--- config.mk ---
export PLATFORM = sky130hd
export DESIGN_NAME = flow_rate_scheduler
export DESIGN_NICKNAME = d
export VERILOG_FILES = /design/src/rtl/flow_sched_pkg.sv /design/src/rtl/flow_rate_scheduler_rr_select.sv /design/src/rtl/flow_rate_scheduler.sv
export SDC_FILE = /design/constraint.sdc
export NUM_CORES = 1
export LEC_CHECK = 0
export CORE_MARGIN = 3
export CORE_UTILIZATION = 60
export CTS_CLUSTER_DIAMETER = 120
export DETAILED_ROUTE_END_ITERATION = 8
export PLACE_DENSITY = 0.94
export SLEW_MARGIN = 10
export SYNTH_ARGS = -nofsm -noshare
export SYNTH_HDL_FRONTEND = slang
export SYNTH_SLANG_ARGS = --single-unit
--- constraint.sdc ---
create_clock -name clk -period 18.9 [get_ports clk]
set_input_delay 1.89 -clock clk [delete_from_list [all_inputs] [get_ports clk]]
set_output_delay 1.89 -clock clk [all_outputs]
set_load 0.03 [all_outputs]
--- src/rtl/flow_sched_pkg.sv ---
// flow_sched_pkg: shared state encoding, default widths and command-record sizing for the flow scheduler
package flow_sched_pkg;
  typedef enum logic [1:0] {ST_IDLE, ST_SELECT, ST_ISSUE} state_e;
  localparam int DEF_CREDIT_W = 32;
  localparam int DEF_FRAC_BITS = 16;
  localparam int DEF_SIZE_W = 11;
  function automatic int id_w(input int n);
    return n > 1 ? $clog2(n) : 1;
  endfunction
  function automatic int cmd_w(input int n, input int size_w);
    return size_w + id_w(n);
  endfunction
endpackage

--- src/rtl/flow_rate_scheduler_rr_select.sv ---
// rr_select: combinational round-robin pick of the first eligible flow at or after rr_ptr
module rr_select
  import flow_sched_pkg::*;
#(
  parameter int N_FLOWS = 4,
  localparam int IDW = id_w(N_FLOWS)
) (
  input  logic [N_FLOWS-1:0] eligible,
  input  logic [IDW-1:0]     rr_ptr,
  output logic [IDW-1:0]     pick,
  output logic               any_valid
);
  // scan offsets from farthest to nearest so the nearest eligible index wins
  always_comb begin
    pick = '0;
    any_valid = |eligible;
    for (int k = N_FLOWS - 1; k >= 0; k--)
      if (eligible[(int'(rr_ptr) + k) % N_FLOWS]) pick = IDW'((int'(rr_ptr) + k) % N_FLOWS);
  end
endmodule

--- src/rtl/flow_rate_scheduler.sv ---
// flow_rate_scheduler: token-bucket paced round-robin command issuer; FLOW_SCHED_STATS_EN adds per-flow issue counters
module flow_rate_scheduler
  import flow_sched_pkg::*;
#(
  parameter int N_FLOWS = 4,
  parameter int SIZE_W = DEF_SIZE_W,
  parameter int CREDIT_W = DEF_CREDIT_W,
  parameter int FRAC_BITS = DEF_FRAC_BITS,
  parameter int BURST = 2,
  localparam int IDW = id_w(N_FLOWS)
) (
  input  logic                         clk,
  input  logic                         rst,
  input  logic                         enable,
  input  logic [N_FLOWS-1:0]           flow_en,
  input  logic [N_FLOWS*CREDIT_W-1:0]  flow_inc,
  input  logic [N_FLOWS*SIZE_W-1:0]    flow_size,
  output logic                         cmd_valid,
  input  logic                         cmd_ready,
  output logic [IDW-1:0]               cmd_flow_id,
  output logic [SIZE_W-1:0]            cmd_size,
  output logic [N_FLOWS*32-1:0]        pkt_count
);
  localparam int CMD_W = cmd_w(N_FLOWS, SIZE_W);
  localparam int XW = CREDIT_W + SIZE_W + 8;
  localparam logic [XW-1:0] MAX_C = XW'({CREDIT_W{1'b1}});
  state_e state_q, state_d;
  logic [IDW-1:0] rr_ptr_q, rr_ptr_d, pick;
  logic any_valid, sel;
  logic [CMD_W-1:0] cmd_q, cmd_d;
  logic [N_FLOWS-1:0] elig;
  assign sel = state_q == ST_SELECT && any_valid;
  assign cmd_valid = state_q == ST_ISSUE;
  assign cmd_flow_id = cmd_q[IDW-1:0];
  assign cmd_size = cmd_q[CMD_W-1 -: SIZE_W];
  rr_select #(.N_FLOWS(N_FLOWS)) u_rr (
    .eligible (elig),
    .rr_ptr   (rr_ptr_q),
    .pick     (pick),
    .any_valid(any_valid)
  );
  for (genvar f = 0; f < N_FLOWS; f++) begin : g_flow
    logic [SIZE_W-1:0] size;
    logic [XW-1:0] need, cap, sum;
    logic [CREDIT_W-1:0] credit_q, credit_d;
    logic elig_q, elig_d;
    assign size = flow_size[f*SIZE_W +: SIZE_W];
    assign elig[f] = elig_q;
    // refill, debit on grant, clamp to burst cap and accumulator range; eligibility from the current bucket
    always_comb begin
      need = XW'(size) << FRAC_BITS;
      cap = need * XW'(BURST);
      sum = XW'(credit_q) + XW'(flow_inc[f*CREDIT_W +: CREDIT_W]);
      sum = (sel && pick == IDW'(f)) ? (sum < need ? '0 : sum - need) : sum;
      sum = sum > cap ? cap : sum;
      sum = sum > MAX_C ? MAX_C : sum;
      credit_d = flow_en[f] ? CREDIT_W'(sum) : '0;
      elig_d = flow_en[f] && size != '0 && XW'(credit_q) >= need;
    end
    // per-flow bucket and eligibility registers
    always_ff @(posedge clk) begin
      if (rst) begin
        credit_q <= '0;
        elig_q <= 1'b0;
      end else begin
        credit_q <= credit_d;
        elig_q <= elig_d;
      end
    end
  end
  // grant FSM: wait for an eligible flow, latch the round-robin pick, hold the command until accepted
  always_comb begin
    state_d = state_q;
    rr_ptr_d = rr_ptr_q;
    cmd_d = cmd_q;
    case (state_q)
      ST_IDLE: state_d = (enable && |elig) ? ST_SELECT : ST_IDLE;
      ST_SELECT: begin
        state_d = any_valid ? ST_ISSUE : ST_IDLE;
        cmd_d = any_valid ? {flow_size[int'(pick)*SIZE_W +: SIZE_W], pick} : cmd_q;
        rr_ptr_d = !any_valid ? rr_ptr_q : (int'(pick) == N_FLOWS - 1 ? '0 : pick + 1'b1);
      end
      ST_ISSUE: state_d = cmd_ready ? ST_IDLE : ST_ISSUE;
      default: state_d = ST_IDLE;
    endcase
  end
  // FSM, round-robin pointer and command registers
  always_ff @(posedge clk) begin
    if (rst) begin
      state_q <= ST_IDLE;
      rr_ptr_q <= '0;
      cmd_q <= '0;
    end else begin
      state_q <= state_d;
      rr_ptr_q <= rr_ptr_d;
      cmd_q <= cmd_d;
    end
  end
`ifdef FLOW_SCHED_STATS_EN
  for (genvar f = 0; f < N_FLOWS; f++) begin : g_cnt
    logic [31:0] cnt_q, cnt_d;
    assign pkt_count[f*32 +: 32] = cnt_q;
    // count accepted commands for this flow, wrapping at 2^32
    always_comb cnt_d = (cmd_valid && cmd_ready && cmd_flow_id == IDW'(f)) ? cnt_q + 32'd1 : cnt_q;
    // issued-packet counter register
    always_ff @(posedge clk) begin
      if (rst) cnt_q <= '0;
      else cnt_q <= cnt_d;
    end
  end
`else
  assign pkt_count = '0;
`endif
endmodule

Yosys cells after proc, flatten, opt, wreduce, memory -nomap -nowiden
Index checks and enable logic that the tools add are counted.

Register bits after elaboration: 149. Input bits: 180. Logic and storage cells: 123.

Add/subtract/negate cells: 12. Multipliers: 1. $lt $le $gt $ge: 20. Equality and inequality tests: 6. Shift-type cells: 1. Multiplexer cells: 36. Bitwise operators: 7. Reductions and logical operators: 29.

Operators by type and width (count): 51-bit 2-to-1 mux (12); 51-bit by 28-bit > comparator with 1-bit output (4); 51-bit by 32-bit > comparator with 1-bit output, second input constant (4); 33-bit by 27-bit subtractor with 34-bit output (4); 32-bit by 32-bit adder with 33-bit output (4); 33-bit by 27-bit < comparator with 1-bit output (4); 32-bit by 27-bit >= comparator with 1-bit output (4); 32-bit 2-to-1 mux (4); 11-bit nonzero test (4); 44-bit by 7-bit variable part select with 11-bit output (1); 1-bit logical AND (14); 2-bit 2-to-1 mux (7); 2-bit OR reduction (7); 3-bit by 4-bit < comparator with 1-bit output, second input constant (3); 1-bit binary-select mux with 2-bit select (4); 1-bit 2-to-1 mux (8); 2-bit by 1-bit equality test with 1-bit output, second input constant (3); 2-bit equality test, second input constant (3); 2-bit by 4-bit multiplier with 6-bit output, second input constant (1); 2-bit case mux with 3 select lines (1); 2-bit by 1-bit adder with 2-bit output, second input constant (2); 2-bit adder, second input constant (2); 2-bit logical NOT (2); 1-bit NOT (4); 4 further kinds (6).

Depth between registers and ports, before layout
Depth after elaboration: 17. Mapped depth: 35.

Hierarchy
A second synthesis with hierarchy kept.

Cells, all modules: 2400. Area, all modules: 18823.1 µm².

Modules (own cells, without submodules): flow_rate_scheduler (instances 1, cells an instance 2387, area each 18745.5 µm², sequential area each 2982.9 µm²); rr_select (instances 1, cells an instance 13, area each 77.6 µm², sequential area each 0.0 µm²).

Least setup slack after synthesis
Ideal clock, no wire load.

Path kind: input to register. Start point: in flow_inc[96]. End point: reg g_flow[3].credit_q[19]. Arrival time: 8.754 ns. Data required time: 18.781 ns. Slack: 10.026 ns. Stages on the path: 34. Path buffers: 3. Cell sequence: ha_1 fa_1 a211oi_1 o21ai_2 a41o_1 a21oi_1 o21ai_0 xnor2_1 ha_1 inv_1 fa_1 a21o_1 a21oi_1 o21ai_0 a21oi_1 o21bai_1 o21bai_2 nor4b_4 clkbuf_1 nor2_1 ha_1 nand4_1 nor3_1 nand4_1 nor3_1 and4_1 nand4_1 and4b_1 a21oi_1 o22a_2 or3_1 buf_6 buf_6 mux2i_1.

Longest elaborated chain between the ends: 8. Elaborated cells between the ends (all ways): 9. Those cells by class: 2 x add/sub; 3 x order compare; 4 x mux.

Ends and longest elaborated chain: from (decl) (RTL line flow_rate_scheduler.sv:16) `input logic [N_FLOWS*CREDIT_W-1:0] flow_inc,`; 32-bit by 32-bit adder with 33-bit output * (RTL line flow_rate_scheduler.sv:53) `sum = XW'(credit_q) + XW'(flow_inc[f*CREDIT_W +: CREDIT_W]);`; 33-bit by 27-bit subtractor with 34-bit output / 33-bit by 27-bit < comparator with 1-bit output (equally long branches) (RTL line flow_rate_scheduler.sv:54) `sum = (sel && pick == IDW'(f)) ? (sum < need ? '0 : sum - need) : sum;`; 51-bit 2-to-1 mux (RTL line flow_rate_scheduler.sv:54); 51-bit 2-to-1 mux * (RTL line flow_rate_scheduler.sv:54); 51-bit by 28-bit > comparator with 1-bit output (RTL line flow_rate_scheduler.sv:55) `sum = sum > cap ? cap : sum;`; 51-bit 2-to-1 mux * (RTL line flow_rate_scheduler.sv:55); 51-bit by 32-bit > comparator with 1-bit output (RTL line flow_rate_scheduler.sv:56) `sum = sum > MAX_C ? MAX_C : sum;`; 32-bit 2-to-1 mux * (RTL line flow_rate_scheduler.sv:56); to (signal assigned) (RTL line flow_rate_scheduler.sv:66) `credit_q <= credit_d;`; to (decl) (RTL line flow_rate_scheduler.sv:45) `logic [CREDIT_W-1:0] credit_q, credit_d;`.

Every way passes the cells marked *; elsewhere a longest branch is shown, timed or not. A chain may end at the register's enable or synchronous reset.

Final worst setup path
Start point: in flow_inc[96]. End point: reg g_flow[3].credit_q[9].

The elaborated chain is that of the path after synthesis.

==> impl_metrics.json <==
{
  "outcome": "finished, final reports clean",
  "ctsHoldBuffers": 0,
  "power_frac_seq_pct": 26.6,
  "hold_violations": 0,
  "grt_pass1_wl_um": 94000,
  "ys_warn_count": 0,
  "dr.first_iter.drc_count": 1746,
  "endpoint_kind": "flip-flop",
  "relSlewSlack_pct": 16.9,
  "p_sw_share_pct": 40.7,
  "grt.overflow.total": 0,
  "power_leakage_nw": 9.63,
  "viasPerCell": 6.49,
  "cts_tree": "built",
  "clockBufferDepth": 2,
  "rows": 64,
  "critPathMaxFanout": 26,
  "worst_pin_slew_ps": 1230,
  "fin_crit_sh_pct": 54.9,
  "cts.sinks": 149,
  "syn_inst": 2482,
  "holdCritStartpoint": "cmd_q[1]$_SDFFE_PP0P_",
  "cp_slowest_stage_delay_ps": 690,
  "cts_max_level": 4,
  "coreArea_mm2": 0.0308,
  "p_int_uw": 747,
  "grt_pass1_vias": 18600,
  "drc": 0,
  "r2r_start": "g_flow[3].credit_q[0]$_SDFF_PP0_",
  "vias": 19700,
  "place_hpwl_um": 48500,
  "p_comb_share_pct": 44.9,
  "slowest_stage": "nor4b_4",
  "tns_ps": 0,
  "min_delay_path_depth": 2,
  "grt_util_all_layers_pct": 33.9,
  "p_switching_uw": 513,
  "wl_um": 60400,
  "drv_cap": 0,
  "syn_to_final_growth_pct": 12.0,
  "antenna_found_initial": 6,
  "worstReg2RegEnd": "g_flow[3].credit_q[9]$_SDFF_PP0_",
  "dr.pass1.iters": 7,
  "gp_congestion": 1.02,
  "yosysUniqueCellTypes": 100,
  "postCtsSetupBuffers": 0,
  "ys.flop_type": "dfxtp_1",
  "nets": 3078,
  "worstPathArrival_ps": 10720,
  "die_y_um": 184,
  "avgRoutedWirePerCell_um": 19.9,
  "cts_resized": 0,
  "ys_seq_area_share_pct": 15.7,
  "die-area_mm2": 0.0337,
  "ys_async_sr_fraction_pct": 0,
  "ant_nets": 0,
  "vdd_drop_max_mv": 0.0620,
  "synth_edf_count": 0,
  "setup_viol": 0,
  "cts_buffers": 17,
  "io_pins": 322,
  "dieWidth_um": 184,
  "report.final.slew_viol_count": 0,
  "grt_max_degree": 36,
  "reg2reg_depth": 32,
  "min_period_ps": 10380,
  "crit_type": "in -> reg",
  "fmax_ghz": 0.0963,
  "totalPowerFinal_mw": 1.26,
  "syn-cell-area_mm2": 0.0189,
  "skew_ps": 12.0,
  "clk_pin_slew_ps": 70,
  "port_buffers": 193,
  "layout-drive-gt1-share_pct": 4.17,
  "powerDensity_mw_per_mm2": 59.4,
  "pwr-share-clk_pct": 28.6,
  "r2r_setup_slack_ps": 10070,
  "hold_end": "cmd_q[1]$_SDFFE_PP0P_",
  "hold_path_class": "reg -> reg",
  "clkLatencyLatePin_ps": 440,
  "start_util_pct": 61.4,
  "timing.critical_path.mode_cell": "a21oi_1",
  "start_kind": "primary input",
  "rsz0062_at_grt": "no",
  "clock-root-buffer": "clkbuf_16",
  "worstPathRequired_ps": 19230,
  "avgSynthCellArea_um2": 7.63,
  "ys_seq_elements": 149
}
==> layout by cell type (no fill, tap or decap), drive strengths merged, types with 13 or more instances in the layout <==
| cell | synthesis | layout |
|---|---|---|
| nor4 | 38 | 38 |
| nor3 | 61 | 61 |
| and3 | 24 | 24 |
| nor2b | 27 | 27 |
| o31ai | 17 | 17 |
| a21oi | 244 | 244 |
| and2 | 20 | 20 |
| inv | 113 | 117 |
| nand3 | 54 | 54 |
| a211oi | 61 | 61 |
| o211ai | 23 | 23 |
| nand2 | 204 | 204 |
| xor2 | 54 | 54 |
| mux2i | 29 | 29 |
| a31oi | 22 | 22 |
| nor2 | 203 | 203 |
| clkbuf | 65 | 20 |
| xnor2 | 70 | 70 |
| conb | 1 | 144 |
| a21boi | 13 | 13 |
| nand2b | 17 | 17 |
| a21o | 88 | 88 |
| or3 | 18 | 18 |
| o21bai | 27 | 27 |
| o21ai | 133 | 133 |
| clkdlybuf4s50 | 0 | 193 |
| dfxtp | 149 | 149 |
| o21a | 44 | 44 |
| nand4 | 60 | 60 |
| ha | 264 | 264 |
==> state kept, by name (all words and copies together), names as in the netlist <==
signal           count
g_flow.credit_q    128
cmd_q               13
g_flow.elig_q        4
rr_ptr_q             2
state_q              2
==> metrics by stage <==
stage | util [%] | cells | hold slack (ps) | setup slack (ps) | cell area [um2]
floorplan | - | 2625 | 466 | 10030 | 19500
global placement | 66.9 | 3003 | 446 | 8760 | 20600
detailed placement | 66.9 | 3003 | 466 | 8480 | 20600
CTS | 68.8 | 3035 | 475 | 8730 | 21200
global route | 68.8 | 3038 | 500 | 8040 | 21200
finish | 68.8 | 3038 | 466 | 8520 | 21200
==> layer usage <==
layer / global-route usage [%] / wire length (um) / vias to the layer above
met1: 43.0 / 24400 / 9160
li1: - / - / 9218
met3: 6.77 / 5930 / 194
met2: 57.0 / 27800 / 1142
met5: 0 / 34 / -
met4: 13.2 / 2260 / 6
==> synth_stat cells (all sizes together) (18+ instances only) <==
cell type / instances / area, um2
xnor2: 70 / 613
a31oi: 22 / 138
o21bai: 27 / 214
xor2: 54 / 473
and3: 24 / 150
dfxtp: 149 / 2980
nand3: 54 / 270
ha: 264 / 3300
nor4: 38 / 283
inv: 113 / 424
clkbuf: 65 / 244
nand4: 60 / 388
o211ai: 23 / 178
a21o: 88 / 661
mux2i: 29 / 290
a211oi: 61 / 500
nor2: 203 / 764
o21ai: 133 / 681
a21oi: 244 / 1250
buf: 151 / 1110
o21a: 44 / 330
nor2b: 27 / 169
nor3: 61 / 375
nand2: 204 / 768
or3: 18 / 123
and2: 20 / 125
==> critical path, delay by kind of cell <==
family / cells / cell delay (ps)
AOI/OAI and AO/OA: 14 / 3240
xor gates and xnor gates: 1 / 310
adders and majority gates: 5 / 1680
buffers and inverters: 3 / 750
and+or+nand+nor: 10 / 2790
==> cell families (layout without fill, tap and decap cells) <==
logic type,after synthesis,in the layout,synth area share (%)
simple gates,781,781,21.1
xor+xnor,124,124,5.73
compound gates,793,793,28.1
fa+ha+maj,272,272,18.3
flops,149,149,15.7
buf+inv,330,344,9.39
other cells,1,147,0.0198
mux,32,32,1.71
==> power groups by stage <==
stage / sequential, mW / clock [mW] / combinational (mW)
after floorplan: 0.340 / 0 / 0.417
after global placement: 0.341 / 0 / 0.530
after detailed placement: 0.341 / 0 / 0.545
after CTS: 0.334 / 0.361 / 0.551
after global routing: 0.335 / 0.371 / 0.615
final: 0.335 / 0.360 / 0.566
==> final cells by class <==
class / instances / area (um2)
Clock buffer: 20 / 457
Fill cell: 2523 / 9610
Tap cell: 396 / 495
Timing Repair Buffer: 198 / 1970
Sequential cell: 149 / 2980
Inverter: 114 / 428
Clock inverter: 12 / 144
Antenna cell: 3 / 7.51
Multi-Input combinational cell: 2146 / 14700
==> worst max-delay path by stage <==
stage	from	end	slack, ps	cells past startpoint
after global placement	flow_inc[96]	g_flow[3].credit_q[24]$_SDFF_PP0_	8760	33
after detailed placement	flow_inc[96]	g_flow[3].credit_q[9]$_SDFF_PP0_	8480	33
after global routing	flow_inc[96]	g_flow[3].credit_q[25]$_SDFF_PP0_	8040	33
final	flow_inc[96]	g_flow[3].credit_q[9]$_SDFF_PP0_	8520	33
after floorplan	flow_inc[96]	g_flow[3].credit_q[19]$_SDFF_PP0_	10030	34
after CTS	flow_inc[96]	g_flow[3].credit_q[9]$_SDFF_PP0_	8730	33
Note: power is estimated with default switching activity, not from simulation.
